==> config.mk <==
export PLATFORM = sky130hd
export DESIGN_NAME = rr_mux_arbiter_flat
export DESIGN_NICKNAME = d
export VERILOG_FILES = /design/src/rtl/rr_mux_arbiter_if.sv /design/src/rtl/rr_mux_arbiter.sv /design/src/flat_wrapper.sv
export SDC_FILE = /design/constraint.sdc
export NUM_CORES = 1
export LEC_CHECK = 0
export ABC_AREA = 1
export BUFFER_PORTS_ARGS = -buffer_cell sky130_fd_sc_hd__buf_4
export CORE_MARGIN = 2
export CORE_UTILIZATION = 45
export CTS_CLUSTER_DIAMETER = 60
export DETAILED_ROUTE_END_ITERATION = 10
export GPL_TIMING_DRIVEN = 0
export PLACE_DENSITY_LB_ADDON = 0.1
export SKIP_CTS_REPAIR_TIMING = 1
export SYNTH_ARGS = -nofsm -noshare
export SYNTH_HDL_FRONTEND = slang
export SYNTH_SLANG_ARGS = --single-unit
==> constraint.sdc <==
create_clock -name clk -period 2.4 [get_ports clk]
set_input_delay 0.48 -clock clk [delete_from_list [all_inputs] [get_ports clk]]
set_output_delay 0.48 -clock clk [all_outputs]
set_load 0.1 [all_outputs]
==> src/rtl/rr_mux_arbiter_if.sv <==
// Handshake bundle between N producers, the arbiter and one consumer.
// The slave modport is the arbiter's view; the master modport is the environment's view.
interface rr_mux_arbiter_if #(
    parameter int WIDTH    = 16,
    parameter int CHANNELS = 4
);
    localparam int SEL_W = $clog2(CHANNELS);

    logic                      mode;
    logic [CHANNELS-1:0]       in_valid;
    logic [CHANNELS*WIDTH-1:0] in_data;
    logic [CHANNELS-1:0]       in_ready;
    logic                      out_valid;
    logic [WIDTH-1:0]          out_data;
    logic [SEL_W-1:0]          out_sel;
    logic                      out_ready;

    modport master (
        output mode, in_valid, in_data, out_ready,
        input  in_ready, out_valid, out_data, out_sel
    );

    modport slave (
        input  mode, in_valid, in_data, out_ready,
        output in_ready, out_valid, out_data, out_sel
    );
endinterface

==> src/rtl/rr_mux_arbiter.sv <==
// Registered N-to-1 selector with round-robin / fixed-priority arbitration.
// One output register stage; the round-robin pointer advances only on accepted grants.
module rr_mux_arbiter #(
    parameter int WIDTH    = 16,
    parameter int CHANNELS = 4
) (
    input  logic               clk,
    input  logic               rst,
    rr_mux_arbiter_if.slave    bus
);
    localparam int SEL_W = $clog2(CHANNELS);

    logic             valid_reg, valid_next;
    logic [WIDTH-1:0] data_reg,  data_next;
    logic [SEL_W-1:0] sel_reg,   sel_next;
    logic [SEL_W-1:0] ptr_reg,   ptr_next;

    logic             load;
    logic             grant_found;
    logic [SEL_W-1:0] grant_idx;
    logic [WIDTH-1:0] data_ch [CHANNELS];
    logic [CHANNELS-1:0] ready_vec;

    assign load = !valid_reg || bus.out_ready;

    // Search from the base index (ptr in round-robin, 0 in fixed priority);
    // iterating downward lets the nearest requester overwrite farther ones.
    always_comb begin
        int idx;
        idx         = 0;
        grant_found = 1'b0;
        grant_idx   = '0;
        for (int k = CHANNELS - 1; k >= 0; k--) begin
            idx = (bus.mode ? 0 : int'(ptr_reg)) + k;
            if (idx >= CHANNELS) begin
                idx = idx - CHANNELS;
            end
            if (bus.in_valid[idx]) begin
                grant_found = 1'b1;
                grant_idx   = SEL_W'(idx);
            end
        end
    end

    genvar gi;
    generate
        for (gi = 0; gi < CHANNELS; gi++) begin : g_chan
            assign data_ch[gi]   = bus.in_data[gi*WIDTH +: WIDTH];
            assign ready_vec[gi] = !rst && load && grant_found && (grant_idx == SEL_W'(gi));
        end
    endgenerate

    assign bus.in_ready = ready_vec;

    always_comb begin
        valid_next = valid_reg;
        data_next  = data_reg;
        sel_next   = sel_reg;
        ptr_next   = ptr_reg;
        if (load && grant_found) begin
            valid_next = 1'b1;
            data_next  = data_ch[grant_idx];
            sel_next   = grant_idx;
            if (!bus.mode) begin
                ptr_next = (grant_idx == SEL_W'(CHANNELS - 1)) ? '0 : grant_idx + SEL_W'(1);
            end
        end else if (load) begin
            valid_next = 1'b0;
        end
    end

    always_ff @(posedge clk) begin
        if (rst) begin
            valid_reg <= 1'b0;
            data_reg  <= '0;
            sel_reg   <= '0;
            ptr_reg   <= '0;
        end else begin
            valid_reg <= valid_next;
            data_reg  <= data_next;
            sel_reg   <= sel_next;
            ptr_reg   <= ptr_next;
        end
    end

    assign bus.out_valid = valid_reg;
    assign bus.out_data  = data_reg;
    assign bus.out_sel   = sel_reg;
endmodule
==> src/flat_wrapper.sv <==
// flat-port wrapper written by rule: the top's interface ports become plain ports
module rr_mux_arbiter_flat 
#(
    parameter int WIDTH    = 16,
    parameter int CHANNELS = 4
)
  (clk, rst, bus_mode, bus_in_valid, bus_in_data, bus_out_ready, bus_in_ready, bus_out_valid, bus_out_data, bus_out_sel);
  rr_mux_arbiter_if #(.WIDTH(WIDTH), .CHANNELS(CHANNELS)) bus_i ();
  input  logic clk;
  input  logic rst;
  input wire logic [$bits(bus_i.mode)-1:0] bus_mode;
  input wire logic [$bits(bus_i.in_valid)-1:0] bus_in_valid;
  input wire logic [$bits(bus_i.in_data)-1:0] bus_in_data;
  input wire logic [$bits(bus_i.out_ready)-1:0] bus_out_ready;
  output wire logic [$bits(bus_i.in_ready)-1:0] bus_in_ready;
  output wire logic [$bits(bus_i.out_valid)-1:0] bus_out_valid;
  output wire logic [$bits(bus_i.out_data)-1:0] bus_out_data;
  output wire logic [$bits(bus_i.out_sel)-1:0] bus_out_sel;
  assign bus_i.mode = bus_mode;
  assign bus_i.in_valid = bus_in_valid;
  assign bus_i.in_data = bus_in_data;
  assign bus_i.out_ready = bus_out_ready;
  assign bus_in_ready = bus_i.in_ready;
  assign bus_out_valid = bus_i.out_valid;
  assign bus_out_data = bus_i.out_data;
  assign bus_out_sel = bus_i.out_sel;
  rr_mux_arbiter #(.WIDTH(WIDTH), .CHANNELS(CHANNELS)) u_core (.clk(clk), .rst(rst), .bus(bus_i));
endmodule
After elaboration in Yosys (flattened, before gate mapping):

Cells that the tools add are included.

* bits of input ports: 72
* bits in writable memories: 0
* memories: 0
* output and inout port bits: 23
* ROM bits: 0
* bits in latches: 0
* word-level logic and storage cells: 70
* register bits after elaboration: 21

* multipliers: 0
* $add $sub $neg: 8
* $lt $le $gt $ge: 9
* multiplexer cells: 31
* divide/modulo/power cells: 0
* bitwise gates (word level): 2
* shift-type cells: 0
* equality and inequality tests: 3
* reductions and logical operators: 13

Operators by type and width (number)
* 32-bit by 4-bit >= comparator with 1-bit output, second input constant: 4
* 32-bit by 4-bit less-than comparator with 1-bit output, second input constant: 4
* 32-bit 2-to-1 mux: 4
* 32-bit by 4-bit subtractor with 32-bit output, second input constant: 4
* 32-bit by 2-bit adder with 32-bit output, second input constant: 1
* 16-bit binary-select mux with 2-bit select: 1
* 16-bit 2-to-1 mux: 2
* 1-bit 2-to-1 mux: 14
* 2-bit 2-to-1 mux: 6
* 1-bit binary-select mux with 2-bit select: 4
* 1-bit logical AND: 7
* 2-bit by 2-bit adder with 3-bit output, second input constant: 2
* 2-bit equality test, second input constant: 2
* 3-bit >= comparator, second input constant: 1
* 2-bit NOT with 3-bit output: 1
* 2-bit by 1-bit adder with 2-bit output, second input constant: 1
* 2-bit by 1-bit equality test with 1-bit output, second input constant: 1
* 1-bit logical NOT: 2
* 2-bit logical NOT: 1
* 2-bit AND reduction: 1
* 2-bit nonzero test: 1
* 1-bit logical OR: 1
* 1-bit NOT: 1

Logic depth before layout (Yosys ltp):

* word-level depth: 15
* mapped depth: 16
* mapped depth without buffers: 15

Least setup slack after synthesis:

Ideal clock, no wire load.

* kind: input-to-output
* start point: input port bus_mode
* end point: output port bus_in_ready[0]
* data arrival time: 3.441 ns
* path buffers: 1
* setup slack: -1.521 ns
* required time: 1.920 ns
* stages on the path: 10
* cells stage by stage: inv_4 > nand2_8 > nand2_1 > nand2_1 > nand2_1 > nand2_1 > nor2_1 > a21oi_4 > buf_2 > nor3_1

* word-level cells in the longest chain between the ends: 13
* elaborated cells between the ends (all ways): 39
* classes of those cells: add/sub (7); order compare (4); mux (25); reduce/logical (3)

RTL lines
* from (decl): RTL line flat_wrapper.sv:11 `input wire logic [$bits(bus_i.mode)-1:0] bus_mode;`
* 2-bit 2-to-1 mux *: RTL line rr_mux_arbiter.sv:34 `idx = (bus.mode ? 0 : int'(ptr_reg)) + k;`
* parallel branches: the longest is 11 deep, another holds 32-bit by 2-bit adder with 32-bit output
* 1-bit logical AND *: RTL line rr_mux_arbiter.sv:49 `assign ready_vec[gi] = !rst && load && grant_found && (grant_idx == SEL_W'(gi));`
* to (decl): RTL line flat_wrapper.sv:15 `output wire logic [$bits(bus_i.in_ready)-1:0] bus_in_ready;`

Mark *: on every way between the ends. The select of a mux whose other input is x is not followed.

Worst setup path in the final report:

* start point: register u_core.ptr_reg[0]
* end point: output port bus_in_ready[3]

* word-level cells in the longest chain between the ends: 13
* elaborated cells between the ends (all ways): 39
* classes of those cells: add/sub (7); order compare (4); eq/ne (1); mux (25); reduce/logical (2)

RTL lines
* from (decl): RTL line rr_mux_arbiter.sv:16 `logic [SEL_W-1:0] ptr_reg, ptr_next;`
* from (signal assigned): RTL line rr_mux_arbiter.sv:82 `ptr_reg <= ptr_next;`
* 2-bit 2-to-1 mux *: RTL line rr_mux_arbiter.sv:34
* parallel branches: the longest is 11 deep, another holds 32-bit by 2-bit adder with 32-bit output
* 1-bit logical AND *: RTL line rr_mux_arbiter.sv:49

Marks and branches as above.

==> flow_metrics.py <==
metrics = {
    "run_status": {
        "status": "complete, but fails checks",
        "violations": "negative setup slack",
    },
    "detailed_routing": {
        "ant_nets": 0,
        "num_vias": 2242,
        "dr.pass1.iters": 4,
        "wirelength_mm": 5.497,
        "avgViaCountPerCell": 4.938,
        "first_iter_violations": 163,
        "avgRoutedWirePerCell_um": 12.11,
        "drcViolationCount": 0,
    },
    "logic_synthesis": {
        "synth_compound_area_share_pct": 3.277,
        "synth_top_area_share_pct": 29.42,
        "synthMuxAreaShare_pct": 0,
        "syn_avg_cell_area_um2": 5.823,
        "synth-xor-area-share_pct": 0,
        "synth_top_family_by_area": "simple AND/OR/NAND/NOR gates",
        "ys_ff_latch": 21,
        "synth_area_um2": 1718,
        "synth_area_leaders": "nand3_1 (29%), dfxtp_1 (24%), nand2_1 (15%)",
        "synthSimpleGateAreaFrac_pct": 56.08,
        "yosys.area.top_type": "nand3_1",
        "syn_inst": 295,
        "ys_warn_count": 0,
        "syn_nets": 367,
        "synth_cell_types": 22,
        "ys_seq_area_share_pct": 24.47,
        "synth_fa_ha_area_share_pct": 0,
    },
    "grt": {
        "gr-usage-all-layers_pct": 23.12,
        "antenna_found_initial": 0,
        "grt_max_degree": 13,
        "overflow": 0,
        "grt_pass1_wl_mm": 7.935,
        "grt_pass1_vias": 1839,
    },
    "die": {
        "die_w_um": 65.79,
        "initial_core_util_pct": 46.92,
        "die_height_um": 65.79,
        "io-pin-count": 95,
        "die_area_um2": 4328,
        "core_um2": 3661,
        "fp-row-count": 22,
    },
    "cts": {
        "cts_root_buf": "clkbuf_8",
        "cts_tree": "yes",
        "numCtsBuffers": 3,
        "insertion_delay_ns": 0.26,
        "htreeDepth": 1,
        "clkSinkCount": 21,
        "cts_max_path_buffers": 2,
        "clk_pin_slew_ns": 0.07,
    },
    "worst_hold_path": {
        "worstHoldPathType": "reg -> reg",
        "holdPathStages": 2,
    },
    "sta": {
        "fin_crit_sh_pct": 106.9,
        "slew_violations": 0,
        "fin_skew_ns": 0.002243,
        "whs_ns": 0.4732,
        "fmax_mhz": 389.7,
        "worst_slew_pin_slew_ns": 0.3910,
        "rsz0062_at_grt": "yes",
        "setup_viol": 4,
        "min_period_ns": 2.566,
        "hold_viol": 0,
        "setup_ws_ns": -0.1658,
        "timing.slew.headroom_pct": 73.93,
    },
    "final_layout": {
        "largest_reg_flops": 16,
        "mostFrequentLayoutCells": "buf_4 (104), nand3_1 (97), nand2_1 (55)",
        "final_common_cell": "buf_4",
        "finalCoreUtilization_pct": 79.29,
        "layout.nets": 479,
        "antenna_cells": 0,
        "drive_gt1_share_pct": 42.61,
        "syn_to_final_growth_pct": 68.97,
    },
    "power": {
        "ir_drop_mv": 0.3149,
        "p_seq_share_pct": 21.9,
        "pwr-share-clk_pct": 11.2,
        "p_int_uw": 972.7,
        "finalPower_mw": 2.025,
        "pwr_density_cell_nw_per_um2": 697.6,
        "switching_share_pct": 51.96,
        "power.switching_mw": 1.052,
        "combPwrFrac_pct": 66.9,
        "p_leak_nw": 1.603,
    },
    "placement": {
        "post-dp-hpwl_mm": 3.884,
        "place_congestion": 0.8534,
        "port_buffers": 93,
    },
    "job": {
        "cap_viol_max_count": 0,
    },
    "worst_setup_path": {
        "worstPathArrival_ns": 2.09,
        "endpoint_kind": "output port",
        "critical_path_peak_fanout": 8,
        "crit_type": "reg -> out",
        "reg2reg_depth": 13,
        "worstSetupStartpointType": "register",
        "worstPathRequired_ns": 1.92,
    },
}
[cells in the mapped netlist (all sizes together)]
cell,instances
nand3,102
nand2,80
inv,46
dfxtp,21
nor2,18
buf,15
o21ai,5
a21oi,4
nor3,2
clkbuf,1
or3,1
[critical path, stage by stage, from the launching register on]
cell     delay (ns)
dfxtp_2        0.32
buf_8          0.14
nand2_8        0.11
nand2_4        0.07
nand2_4        0.09
nand2_2        0.06
nand2_2        0.10
nor2_4         0.05
a21oi_4        0.26
inv_4          0.08
buf_8          0.13
nor3_4         0.20
buf_12         0.20
[metal layers]
metal | global-route usage [%] | part of all wire (%) | vias to the layer above
met3 | 1.704 | 5.4 | 6
met2 | 37.75 | 48 | 74
met4 | 5.469 | 0.95 | 0
met1 | 33.02 | 45 | 998
li1 | - | - | 1164
met5 | 0 | 0 | -
[final cells by class]
cell class | count | area (µm²)
multi-input combinational | 212 | 1191
buffer | 15 | 118.9
sequential | 21 | 422.9
inverter | 46 | 190.2
clock buffer | 3 | 41.29
fill | 281 | 758.2
timing repair buffer | 108 | 873.3
tap | 48 | 60.06
clock inverter | 1 | 5.005
[kinds of logic (layout without fill, tap and decap cells)]
kind of cell,Yosys count,count (layout)
buffers and inverters,62,173
AND/OR/NAND/NOR,203,203
AO/OA/AOI/OAI,9,9
flip-flops,21,21
[stage by stage]
step                      instance area [µm²]  setup TNS, ns  setup WS, ns  cells
after floorplan                          1797        -0.4134       -0.2288    295
after global placement                   2555        -0.7712       -0.2242    436
after detailed placement                 2555        -0.8293       -0.2441    436
after CTS                                2601         -1.164       -0.3351    440
after global routing                     2903        -0.8875       -0.2357    454
final                                    2903        -0.4806       -0.1658    454
[power by group through the flow]
stage | Sequential [mW] | Combinational (mW) | Clock (mW)
floorplan | 0.844 | 0.507 | 0
global placement | 0.448 | 1.18 | 0
detailed placement | 0.449 | 1.19 | 0
CTS | 0.441 | 1.19 | 0.228
global route | 0.449 | 1.44 | 0.242
finish | 0.443 | 1.36 | 0.226
[final timing paths]
kind / start / endpoint / slack (ns)
max: u_core.ptr_reg[0] / bus_in_ready[3] / -0.17
min: u_core.bus.out_data[1] / u_core.bus.out_data[1] / 0.47
max reg2reg: u_core.ptr_reg[0] / u_core.bus.out_data[14] / 0.38
min reg2reg: u_core.bus.out_data[1] / u_core.bus.out_data[1] / 0.47
Power figures use the tool's default switching activity.
